**src/rtl/cute_lock_pkg.sv**
```systemverilog
// Shared helpers for the cute_lock family of time-varying key gates:
// index-width helper, packed slot-field extraction, default key/trap tables
// and the error-counter saturation value.
package cute_lock_pkg;

  // Widest packed key/trap table and widest single field the helpers handle.
  localparam int unsigned PACK_MAX  = 1024;
  localparam int unsigned FIELD_MAX = 64;

  // Default two-slot schedule: slot 0 key 11 / trap 20, slot 1 key 29 / trap 1.
  localparam logic [9:0] DEF_KEY_VALUES  = {5'd29, 5'd11};
  localparam logic [9:0] DEF_TRAP_STATES = {5'd1, 5'd20};
  localparam int unsigned DEF_ERR_W      = 8;

  // Index width with a floor of one bit so single-entry tables still get a port.
  function automatic int unsigned idx_width(input int unsigned n);
    if (n <= 1) return 1;
    return $clog2(n);
  endfunction

  // Field idx of width w from a packed table; callers truncate to w bits.
  function automatic logic [FIELD_MAX-1:0] slot_field(input logic [PACK_MAX-1:0] pack,
                                                      input int unsigned idx,
                                                      input int unsigned w);
    return FIELD_MAX'(pack >> (idx * w));
  endfunction

  function automatic logic [FIELD_MAX-1:0] key_field(input logic [PACK_MAX-1:0] keys,
                                                     input int unsigned idx,
                                                     input int unsigned key_w);
    return slot_field(keys, idx, key_w);
  endfunction

  function automatic logic [FIELD_MAX-1:0] trap_field(input logic [PACK_MAX-1:0] traps,
                                                      input int unsigned idx,
                                                      input int unsigned state_w);
    return slot_field(traps, idx, state_w);
  endfunction

  // All-ones value of a w-bit counter (w up to FIELD_MAX).
  function automatic logic [FIELD_MAX-1:0] err_sat(input int unsigned w);
    return (FIELD_MAX'(1) << w) - FIELD_MAX'(1);
  endfunction

endpackage

```
**src/rtl/cute_lock_sched.sv**
```systemverilog
// Key-slot scheduler: SLOT_LEN clocks per slot, NUM_KEYS slots per period.
// Free-running after reset; shared by other locked benchmarks.
module cute_lock_sched
  import cute_lock_pkg::*;
#(
  parameter int unsigned NUM_KEYS = 2,
  parameter int unsigned SLOT_LEN = 2
) (
  input  logic                          clk,
  input  logic                          rst_n,
  output logic [idx_width(NUM_KEYS)-1:0] slot_idx
);

  localparam int unsigned IDX_W = idx_width(NUM_KEYS);
  localparam int unsigned CNT_W = idx_width(SLOT_LEN);
  localparam logic [CNT_W-1:0] CNT_LAST = CNT_W'(SLOT_LEN - 1);
  localparam logic [IDX_W-1:0] IDX_LAST = IDX_W'(NUM_KEYS - 1);

  logic [CNT_W-1:0] slot_cnt_q, slot_cnt_d;
  logic [IDX_W-1:0] slot_idx_q, slot_idx_d;

  // Count within the slot; on wrap step to the next slot, wrapping the period.
  always_comb begin
    slot_cnt_d = slot_cnt_q + 1'b1;
    slot_idx_d = slot_idx_q;
    if (slot_cnt_q == CNT_LAST) begin
      slot_cnt_d = '0;
      slot_idx_d = (slot_idx_q == IDX_LAST) ? '0 : slot_idx_q + 1'b1;
    end
  end

  // Schedule registers; reset restarts at slot 0, count 0.
  always_ff @(posedge clk or negedge rst_n) begin
    if (!rst_n) begin
      slot_cnt_q <= '0;
      slot_idx_q <= '0;
    end else begin
      slot_cnt_q <= slot_cnt_d;
      slot_idx_q <= slot_idx_d;
    end
  end

  assign slot_idx = slot_idx_q;

endmodule

```
**src/rtl/cute_lock_state_gate.sv**
```systemverilog
// Time-varying key gate used as the present-state register of a host FSM.
// nx_state is accepted only while keyinput matches the active slot's key;
// otherwise the register loads that slot's trap state and err_cnt counts up.
// Optional macro LOCK_STICKY_EN: first mismatch latches locked_out and pins
// pr_state to trap values until reset.
module cute_lock_state_gate
  import cute_lock_pkg::*;
#(
  parameter int unsigned                   STATE_W     = 5,
  parameter int unsigned                   KEY_W       = 5,
  parameter int unsigned                   NUM_KEYS    = 2,
  parameter int unsigned                   SLOT_LEN    = 2,
  parameter logic [NUM_KEYS*KEY_W-1:0]     KEY_VALUES  = DEF_KEY_VALUES,
  parameter logic [NUM_KEYS*STATE_W-1:0]   TRAP_STATES = DEF_TRAP_STATES,
  parameter logic [STATE_W-1:0]            RESET_STATE = STATE_W'(1),
  parameter int unsigned                   ERR_W       = DEF_ERR_W
) (
  input  logic                            clk,
  input  logic                            rst_n,
  input  logic [KEY_W-1:0]                keyinput,
  input  logic [STATE_W-1:0]              nx_state,
  output logic [STATE_W-1:0]              pr_state,
  output logic [idx_width(NUM_KEYS)-1:0]  slot_idx,
  output logic                            key_ok,
  output logic [ERR_W-1:0]                err_cnt,
  output logic                            locked_out
);

  localparam int unsigned IDX_W = idx_width(NUM_KEYS);
  localparam int unsigned TAB_N = 2 ** IDX_W;
  localparam logic [PACK_MAX-1:0] KEY_PACK  = PACK_MAX'(KEY_VALUES);
  localparam logic [PACK_MAX-1:0] TRAP_PACK = PACK_MAX'(TRAP_STATES);
  localparam logic [ERR_W-1:0]    ERR_SAT   = ERR_W'(err_sat(ERR_W));

  // Tables are padded to a power of two so any slot_idx value indexes a
  // defined entry; padding slots mirror slot 0 and are never scheduled.
  logic [KEY_W-1:0]   key_tab  [TAB_N];
  logic [STATE_W-1:0] trap_tab [TAB_N];

  for (genvar i = 0; i < TAB_N; i++) begin : g_tab
    localparam int unsigned SRC = (i < NUM_KEYS) ? i : 0;
    assign key_tab[i]  = KEY_W'(key_field(KEY_PACK, SRC, KEY_W));
    assign trap_tab[i] = STATE_W'(trap_field(TRAP_PACK, SRC, STATE_W));
  end

  cute_lock_sched #(
    .NUM_KEYS (NUM_KEYS),
    .SLOT_LEN (SLOT_LEN)
  ) u_sched (
    .clk      (clk),
    .rst_n    (rst_n),
    .slot_idx (slot_idx)
  );

  logic [STATE_W-1:0] pr_state_q, pr_state_d;
  logic [ERR_W-1:0]   err_cnt_q, err_cnt_d;
  logic [STATE_W-1:0] trap_state;

  assign key_ok     = (keyinput == key_tab[slot_idx]);
  assign trap_state = trap_tab[slot_idx];

`ifdef LOCK_STICKY_EN
  logic locked_q, locked_d;

  // Gate the next state: trap on mismatch or once locked; count mismatches.
  always_comb begin
    pr_state_d = key_ok ? nx_state : trap_state;
    err_cnt_d  = err_cnt_q;
    locked_d   = locked_q | ~key_ok;
    if (locked_q) pr_state_d = trap_state;
    if (!key_ok && (err_cnt_q != ERR_SAT)) err_cnt_d = err_cnt_q + 1'b1;
  end

  // Sticky lock register; only reset clears it.
  always_ff @(posedge clk or negedge rst_n) begin
    if (!rst_n) locked_q <= 1'b0;
    else        locked_q <= locked_d;
  end

  assign locked_out = locked_q;
`else
  // Gate the next state: trap on mismatch; count mismatches.
  always_comb begin
    pr_state_d = key_ok ? nx_state : trap_state;
    err_cnt_d  = err_cnt_q;
    if (!key_ok && (err_cnt_q != ERR_SAT)) err_cnt_d = err_cnt_q + 1'b1;
  end

  assign locked_out = 1'b0;
`endif

  // Present-state and error-counter registers.
  always_ff @(posedge clk or negedge rst_n) begin
    if (!rst_n) begin
      pr_state_q <= RESET_STATE;
      err_cnt_q  <= '0;
    end else begin
      pr_state_q <= pr_state_d;
      err_cnt_q  <= err_cnt_d;
    end
  end

  assign pr_state = pr_state_q;
  assign err_cnt  = err_cnt_q;

endmodule

```
**config.mk**
```make
export PLATFORM = sky130hd
export DESIGN_NAME = cute_lock_state_gate
export DESIGN_NICKNAME = d
export VERILOG_FILES = /design/src/rtl/cute_lock_pkg.sv /design/src/rtl/cute_lock_sched.sv /design/src/rtl/cute_lock_state_gate.sv
export SDC_FILE = /design/constraint.sdc
export NUM_CORES = 1
export LEC_CHECK = 0
export BUFFER_PORTS_ARGS = -buffer_cell sky130_fd_sc_hd__buf_2
export CAP_MARGIN = 20
export CORE_ASPECT_RATIO = 1.1
export CORE_UTILIZATION = 45
export DETAILED_ROUTE_END_ITERATION = 6
export HOLD_SLACK_MARGIN = 0.1
export PLACE_DENSITY = 0.75
export SLEW_MARGIN = 40
export SYNTH_ARGS = -nofsm -noshare
export SYNTH_HDL_FRONTEND = slang
export SYNTH_SLANG_ARGS = --single-unit
```
**constraint.sdc**
```tcl
create_clock -name clk -period 2.4 [get_ports clk]
set_input_delay 0.24 -clock clk [delete_from_list [all_inputs] [get_ports clk]]
set_output_delay 0.24 -clock clk [all_outputs]
set_load 0.03 [all_outputs]
```
==> impl_metrics.tcl, run 1 <==
set metrics [dict create \
    drcViolationCount 0 \
    max_freq_ghz 0.4639 \
    filler_cell_count 127 \
    grt_start_max_net_pins 16 \
    synthesis.yosys.warnings 0 \
    share_clk_of_total_power 0.149 \
    cell_internal_pwr_w 0.0005404 \
    antenna_found_initial 0 \
    cts_sinks 15 \
    sequentialPowerShare 0.428 \
    grt.overflow.total 0 \
    antenna_cells_inserted 0 \
    port_buffers 26 \
    initial_drt_pass_iterations 4 \
    ys_seq_elements 15 \
    setup_viol_count_final 0 \
    power.leakage_nw 0.4219 \
    synth_enable_flop_cells 0 \
    drive_above_1_share 0.4483 \
    final.setup.tns_ps 0 \
    setup_repair_after_global_routing_missed_its_margin "false" \
    final.setup_skew_ps 3.985 \
    synth_largest_type_area_fraction 0.5138 \
    synth.top_cells.by_count "14 x sky130_fd_sc_hd__dfrtp_1, 7 x sky130_fd_sc_hd__nand2_1, 6 x sky130_fd_sc_hd__mux2_2" \
    p_switching_w 0.0003974 \
    row_count 14 \
    synth-adder-area-share 0.01835 \
    worstPathCellList "or4b_4 -> a21oi_4 -> buf_2" \
    timing.max_cap.violations 0 \
    cts_tree "done" \
    cell_accounting_for_the_most_synthesized_area "sky130_fd_sc_hd__dfrtp_1" \
    final_max_slew_viol_count 0 \
    dominantRegCellSynth "sky130_fd_sc_hd__dfrtp_1" \
    synth-simple-area-share 0.1945 \
    core_region_area_sq_um 1384 \
    cp.required_ps 2160 \
    pwr_density_cell_nw_per_um2 1097 \
    remaining_number_of_nets_flagged_by_the_antenna_check_after_routing 0 \
    detailroute.via_count 528 \
    critPathMaxStageDelay_ps 560 \
    setup.worst_path.end_class "primary output" \
    clock_pin_slew_worst_setup_and_hold_paths_ps 90 \
    path_max_fanout 15 \
    slowest_cell_on_the_critical_path "sky130_fd_sc_hd__or4b_4" \
    hold_slack_ps 161.5 \
    timing.critical_path.from_type "flip-flop" \
    first_pass_grt_wire_length_microns 2049 \
    wirelength_microns 1253 \
    cp_data_arrival_time_ps 1920 \
    synthCells 58 \
    first_iter_violations 22 \
    post_drt_via_cell_ratio 5.126 \
    grt_usage 0.1760 \
    holdCritPathClass "in -> reg" \
    dieWidth_microns 39.12 \
    dieHeight_microns 42.83 \
    largest_family_of_logic_cells_by_synthesized_area "simple AND/OR/NAND/NOR gates" \
    area.growth.synth_to_final_pct 25.32 \
    post_synth_xor_area_fraction 0.05138 \
    floorplan.initialDensity 0.4928 \
    synthesis.nets 71 \
    nNetsFinal 101 \
    layout_worst_path_cycle_share 0.8982 \
    clk_path_buf_depth 2 \
    synth-compound-area-share 0.04587 \
    floorplan.io_pins 28 \
    tritoncts.num_buffers 3 \
    ys_async_sr_fraction 1.000 \
    synth.area.mux_share 0.09908 \
    ir_worst_vdd_mv 0.4944 \
    routed_wire_length_per_instance_microns 12.17 \
    syn_area_per_cell_sq_um 11.76 \
    combinationalPowerShare 0.423 \
    area_contributors_post_synth "sky130_fd_sc_hd__dfrtp_1 51%, sky130_fd_sc_hd__mux2_2 9.9%, sky130_fd_sc_hd__dfstp_2 3.9%" \
    root_buffer "sky130_fd_sc_hd__clkbuf_4" \
    sw_ratio 0.4238 \
    setup.worst_path.class "reg -> out" \
    full_die_area_sq_um 1675 \
    layout_min_cycle_time_ps 2156 \
    synth.cell_area_sq_um 681.9 \
    clock_insertion_delay_worst_skew_ps 280 \
    ys_types 24 \
    cts_htree_levels 1 \
    hold_viol_final 0 \
    synth_most_common_cell "sky130_fd_sc_hd__dfrtp_1" \
    vias_in_the_first_global_route 497 \
    gp_congestion 0.7707 \
    yosysSeqAreaShare 0.5523 \
    dpl.hpwl_microns 909.4 \
    outcome "finished, final reports clean" \
]
[per-stage QoR]
step | instances | setup WS [ps] | total power, W | instance area [sq um] | utilization
2_1_floorplan | 58 | 462.0 | 0.0006845 | 681.9 | -
3_3_place_gp | 98 | 582.9 | 0.0007895 | 817.0 | 0.5904
3_5_place_dp | 98 | 525.6 | 0.0008047 | 817.0 | 0.5904
4_1_cts | 103 | 237.9 | 0.0009471 | 854.6 | 0.6175
5_1_grt | 103 | 163.0 | 0.001003 | 854.6 | 0.6175
6_report | 103 | 244.2 | 0.0009378 | 854.6 | 0.6175
[worst max-delay path: cells and delay by family (launching register included)]
family | cells | cell delay (ps)
AO/OA/AOI/OAI | 1 | 350
flip-flops | 1 | 460
AND/OR/NAND/NOR | 1 | 560
buffers and inverters | 1 | 270
[timing repair]
item,4_1_cts,5_1_grt
endpoints found under the hold margin,14,0
gates resized for setup,0,0
hold buffers,1,0
setup buffers,0,0
[power groups by stage]
stage	combinational, W	clock (W)	sequential, W
floorplan	0.000152	0	0.000533
global placement	0.000389	0	0.000400
detailed placement	0.000397	0	0.000407
CTS	0.000400	0.000145	0.000402
global route	0.000437	0.000150	0.000417
finish	0.000397	0.000140	0.000401
[worst paths after layout]
path	cells past startpoint	end	start	slack, ps
hold / removal	3	pr_state[4]	nx_state[4]	160
max in group asynchronous	2	pr_state[0]	rst_n	1720
setup reg to reg	4	err_cnt[1]	u_sched.slot_idx	510
hold reg to reg	1	u_sched.slot_cnt_q	u_sched.slot_cnt_q	440
min in group asynchronous	2	pr_state[4]	rst_n	380
setup / recovery	3	key_ok	u_sched.slot_idx	240
[cell families (layout without fill, tap and decap cells)]
| group | Yosys count | count (layout) |
|---|---|---|
| DFF | 15 | 15 |
| xor gates and xnor gates | 4 | 4 |
| other | 1 | 1 |
| and+or+nand+nor | 23 | 23 |
| buffers and inverters | 4 | 33 |
| adders and majority gates | 1 | 1 |
| muxes | 6 | 6 |
| AOI/OAI and AO/OA | 4 | 4 |
[area by class of cell]
class | count | area [sq um] | area share
sequential | 15 | 376.6 | 0.4407
multi-input combinational | 39 | 282.8 | 0.3309
timing repair buffer | 27 | 140.1 | 0.1640
clock buffer | 3 | 22.52 | 0.02635
tap | 16 | 20.02 | 0.02343
inverter | 2 | 7.507 | 0.008785
clock inverter | 1 | 5.005 | 0.005857
[layer usage]
| metal | track usage | vias up | part of all wire |
|---|---|---|---|
| met5 | 0 | - | 0 |
| met4 | 0.08276 | 0 | 0.0096 |
| met3 | 0.03141 | 2 | 0.063 |
| met2 | 0.2833 | 23 | 0.50 |
| met1 | 0.2215 | 252 | 0.43 |
| li1 | - | 251 | - |
[layout by cell type (no fill, tap or decap), drive strengths merged, types with 2 or more instances in the layout]
master and instances:
inv 2, clkbuf 3, dfrtp 14, buf 26, xor2 3, mux2 6, nor2 3, o21ai 3
and2 2, nand2 7, nor4b 2
[state kept, by name, indices dropped and copies added, names as in the netlist]
signal,flops
pr_state,5
u_sched.slot_cnt_q,1
err_cnt,8
u_sched.slot_idx,1
Power figures use the tool's default switching activity.
==> run 2, diff against run 1 <==
Settings changed: BUFFER_PORTS_ARGS -buffer_cell sky130_fd_sc_hd__buf_2 to default, CORE_AREA from default to 2 2 39 41, CORE_ASPECT_RATIO 1.1 to default, CORE_UTILIZATION 45 to default, DIE_AREA from default to 0 0 41 43, DONT_BUFFER_PORTS from default to 1, PLACE_DENSITY 0.75 to 0.66.
==> impl_metrics.tcl, run 2 (synthesized netlist as in run 1, its figures left out) <==
set metrics [dict create \
    outcome "finished, final reports clean" \
    startpoint "u_sched.slot_idx" \
    p_total_w 0.0008673 \
    port_buffers 0 \
    grt_usage 0.1556 \
    cts_htree_levels 1 \
    cp_data_arrival_time_ps 1690 \
    grt.overflow.total 0 \
    placed_cell_area_sq_um 701.9 \
    core_region_area_sq_um 1384 \
    filler_cell_count 124 \
    first_pass_grt_wire_length_microns 1752 \
    dpl.hpwl_microns 838.4 \
    final.setup_skew_ps 2.403 \
    setup.worst_path.end_class "primary output" \
    setup_repair_after_global_routing_missed_its_margin "false" \
    postCtsSetupBuffers 0 \
    cp.required_ps 2160 \
    tritoncts.num_buffers 3 \
    fin_cells 84 \
    final-seq-area_sq_um 376.6 \
    tightestPinTransition_ps 646.3 \
    gp_congestion 0.7980 \
    nNetsFinal 82 \
    sw_ratio 0.4313 \
    drive_above_1_share 0.2059 \
    detailroute.via_count 445 \
    share_clk_of_total_power 0.159 \
    p_switching_w 0.0003741 \
    final.setup.tns_ps 0 \
    timing.critical_path.from_type "flip-flop" \
    layout.cells.most_common "sky130_fd_sc_hd__dfrtp_1" \
    max_freq_ghz 0.5172 \
    wirelength_microns 1182 \
    dieWidth_microns 41 \
    final_cell_mix "14 x sky130_fd_sc_hd__dfrtp_1, 7 x sky130_fd_sc_hd__nand2_1, 6 x sky130_fd_sc_hd__mux2_2, 6 x sky130_fd_sc_hd__dlygate4sd3_1" \
    final_max_slew_viol_count 0 \
    min-delay-start "keyinput[0]" \
    timing.max_cap.violations 0 \
    cell_internal_pwr_w 0.0004932 \
    multi_input_gate_area_in_the_final_layout_sq_um 282.8 \
    clk_path_buf_depth 2 \
    row_count 14 \
    floorplan.io_pins 28 \
    clock_insertion_delay_worst_skew_ps 270 \
    cts_sinks 15 \
    full_die_area_sq_um 1763 \
    cts-hold-fix-buffers 4 \
    floorplan.initialDensity 0.4928 \
    largest_reg_flops 8 \
    layout_min_cycle_time_ps 1933 \
    cts_tree "done" \
    dp_cell_count 74 \
    pwr_density_cell_nw_per_um2 1100 \
    power.leakage_nw 0.3410 \
    drcViolationCount 0 \
    cts.repair.resized 0 \
    hold_viol_final 0 \
    holdCritPathClass "in -> reg" \
    antenna_cells_inserted 0 \
    first_iter_violations 5 \
    dieHeight_microns 43 \
    clock_pin_slew_worst_setup_and_hold_paths_ps 80 \
    setup.worst_path.class "reg -> out" \
    root_buffer "sky130_fd_sc_hd__clkbuf_4" \
    vias_in_the_first_global_route 418 \
    post_drt_via_cell_ratio 5.298 \
    combinationalPowerShare 0.206 \
    antenna_found_initial 0 \
    sequentialPowerShare 0.635 \
    worst-r2r-setup-slack_ps 570 \
    setup_viol_count_final 0 \
    initial_drt_pass_iterations 4 \
    remaining_number_of_nets_flagged_by_the_antenna_check_after_routing 0 \
    ir_worst_vdd_mv 0.5881 \
    fin_area_sq_um 788.3 \
    max_slew_margin 0.5677 \
    area.growth.synth_to_final_pct 15.60 \
    crit-reg2reg-launch "u_sched.slot_idx" \
    grt_start_max_net_pins 16 \
    layout_worst_path_cycle_share 0.8056 \
    routed_wire_length_per_instance_microns 14.07 \
    path_max_fanout 8 \
]
==> run 2: per-stage QoR <==
step           hold slack, ps  utilization  setup WS, ps
6_report                410.0       0.5696         466.5
5_1_grt                 416.3       0.5696         374.1
4_1_cts                 102.9       0.5552         452.4
3_5_place_dp           -55.28       0.5072         581.3
3_3_place_gp           -55.29       0.5072         613.2
2_1_floorplan          -55.59            -         462.0
==> run 2: path summary, 6_finish.rpt <==
| check | cells after the start | end |
|---|---|---|
| hold / removal | 4 | err_cnt[2] |
| max in group asynchronous | 1 | err_cnt[0] |
| setup / recovery | 3 | key_ok |
| hold reg to reg | 1 | u_sched.slot_cnt_q |
| min in group asynchronous | 1 | err_cnt[5] |
| setup reg to reg | 4 | pr_state[0] |
==> run 2: per-layer routing <==
metal	global-route usage	vias up	routed length [microns]
met5	0	-	0
met4	0.1200	0	17
met3	0.07853	2	81
met2	0.2188	17	589
met1	0.1678	208	492
li1	-	218	-
==> run 2: critical path, cell delays in order (launching register included) <==
cell	delay [ps]
sky130_fd_sc_hd__dfrtp_1	380
sky130_fd_sc_hd__or4b_4	530
sky130_fd_sc_hd__a21oi_4	260
sky130_fd_sc_hd__buf_4	240
==> run 2: final cells by class <==
type | count | share of cell area
Clock buffer | 4 | 0.03333
Inverter | 2 | 0.009524
Multi-Input combinational cell | 39 | 0.3587
Sequential cell | 15 | 0.4778
Tap cell | 16 | 0.02540
Timing Repair Buffer | 8 | 0.09524
==> run 2: power by group through the flow <==
stage | clock network (W) | registers [W] | logic, W
6_report | 0.000138 | 0.000551 | 0.000179
5_1_grt | 0.000163 | 0.000559 | 0.000202
4_1_cts | 0.000147 | 0.000549 | 0.000179
3_5_place_dp | 0 | 0.000554 | 0.000169
3_3_place_gp | 0 | 0.000553 | 0.000165
2_1_floorplan | 0 | 0.000533 | 0.000152
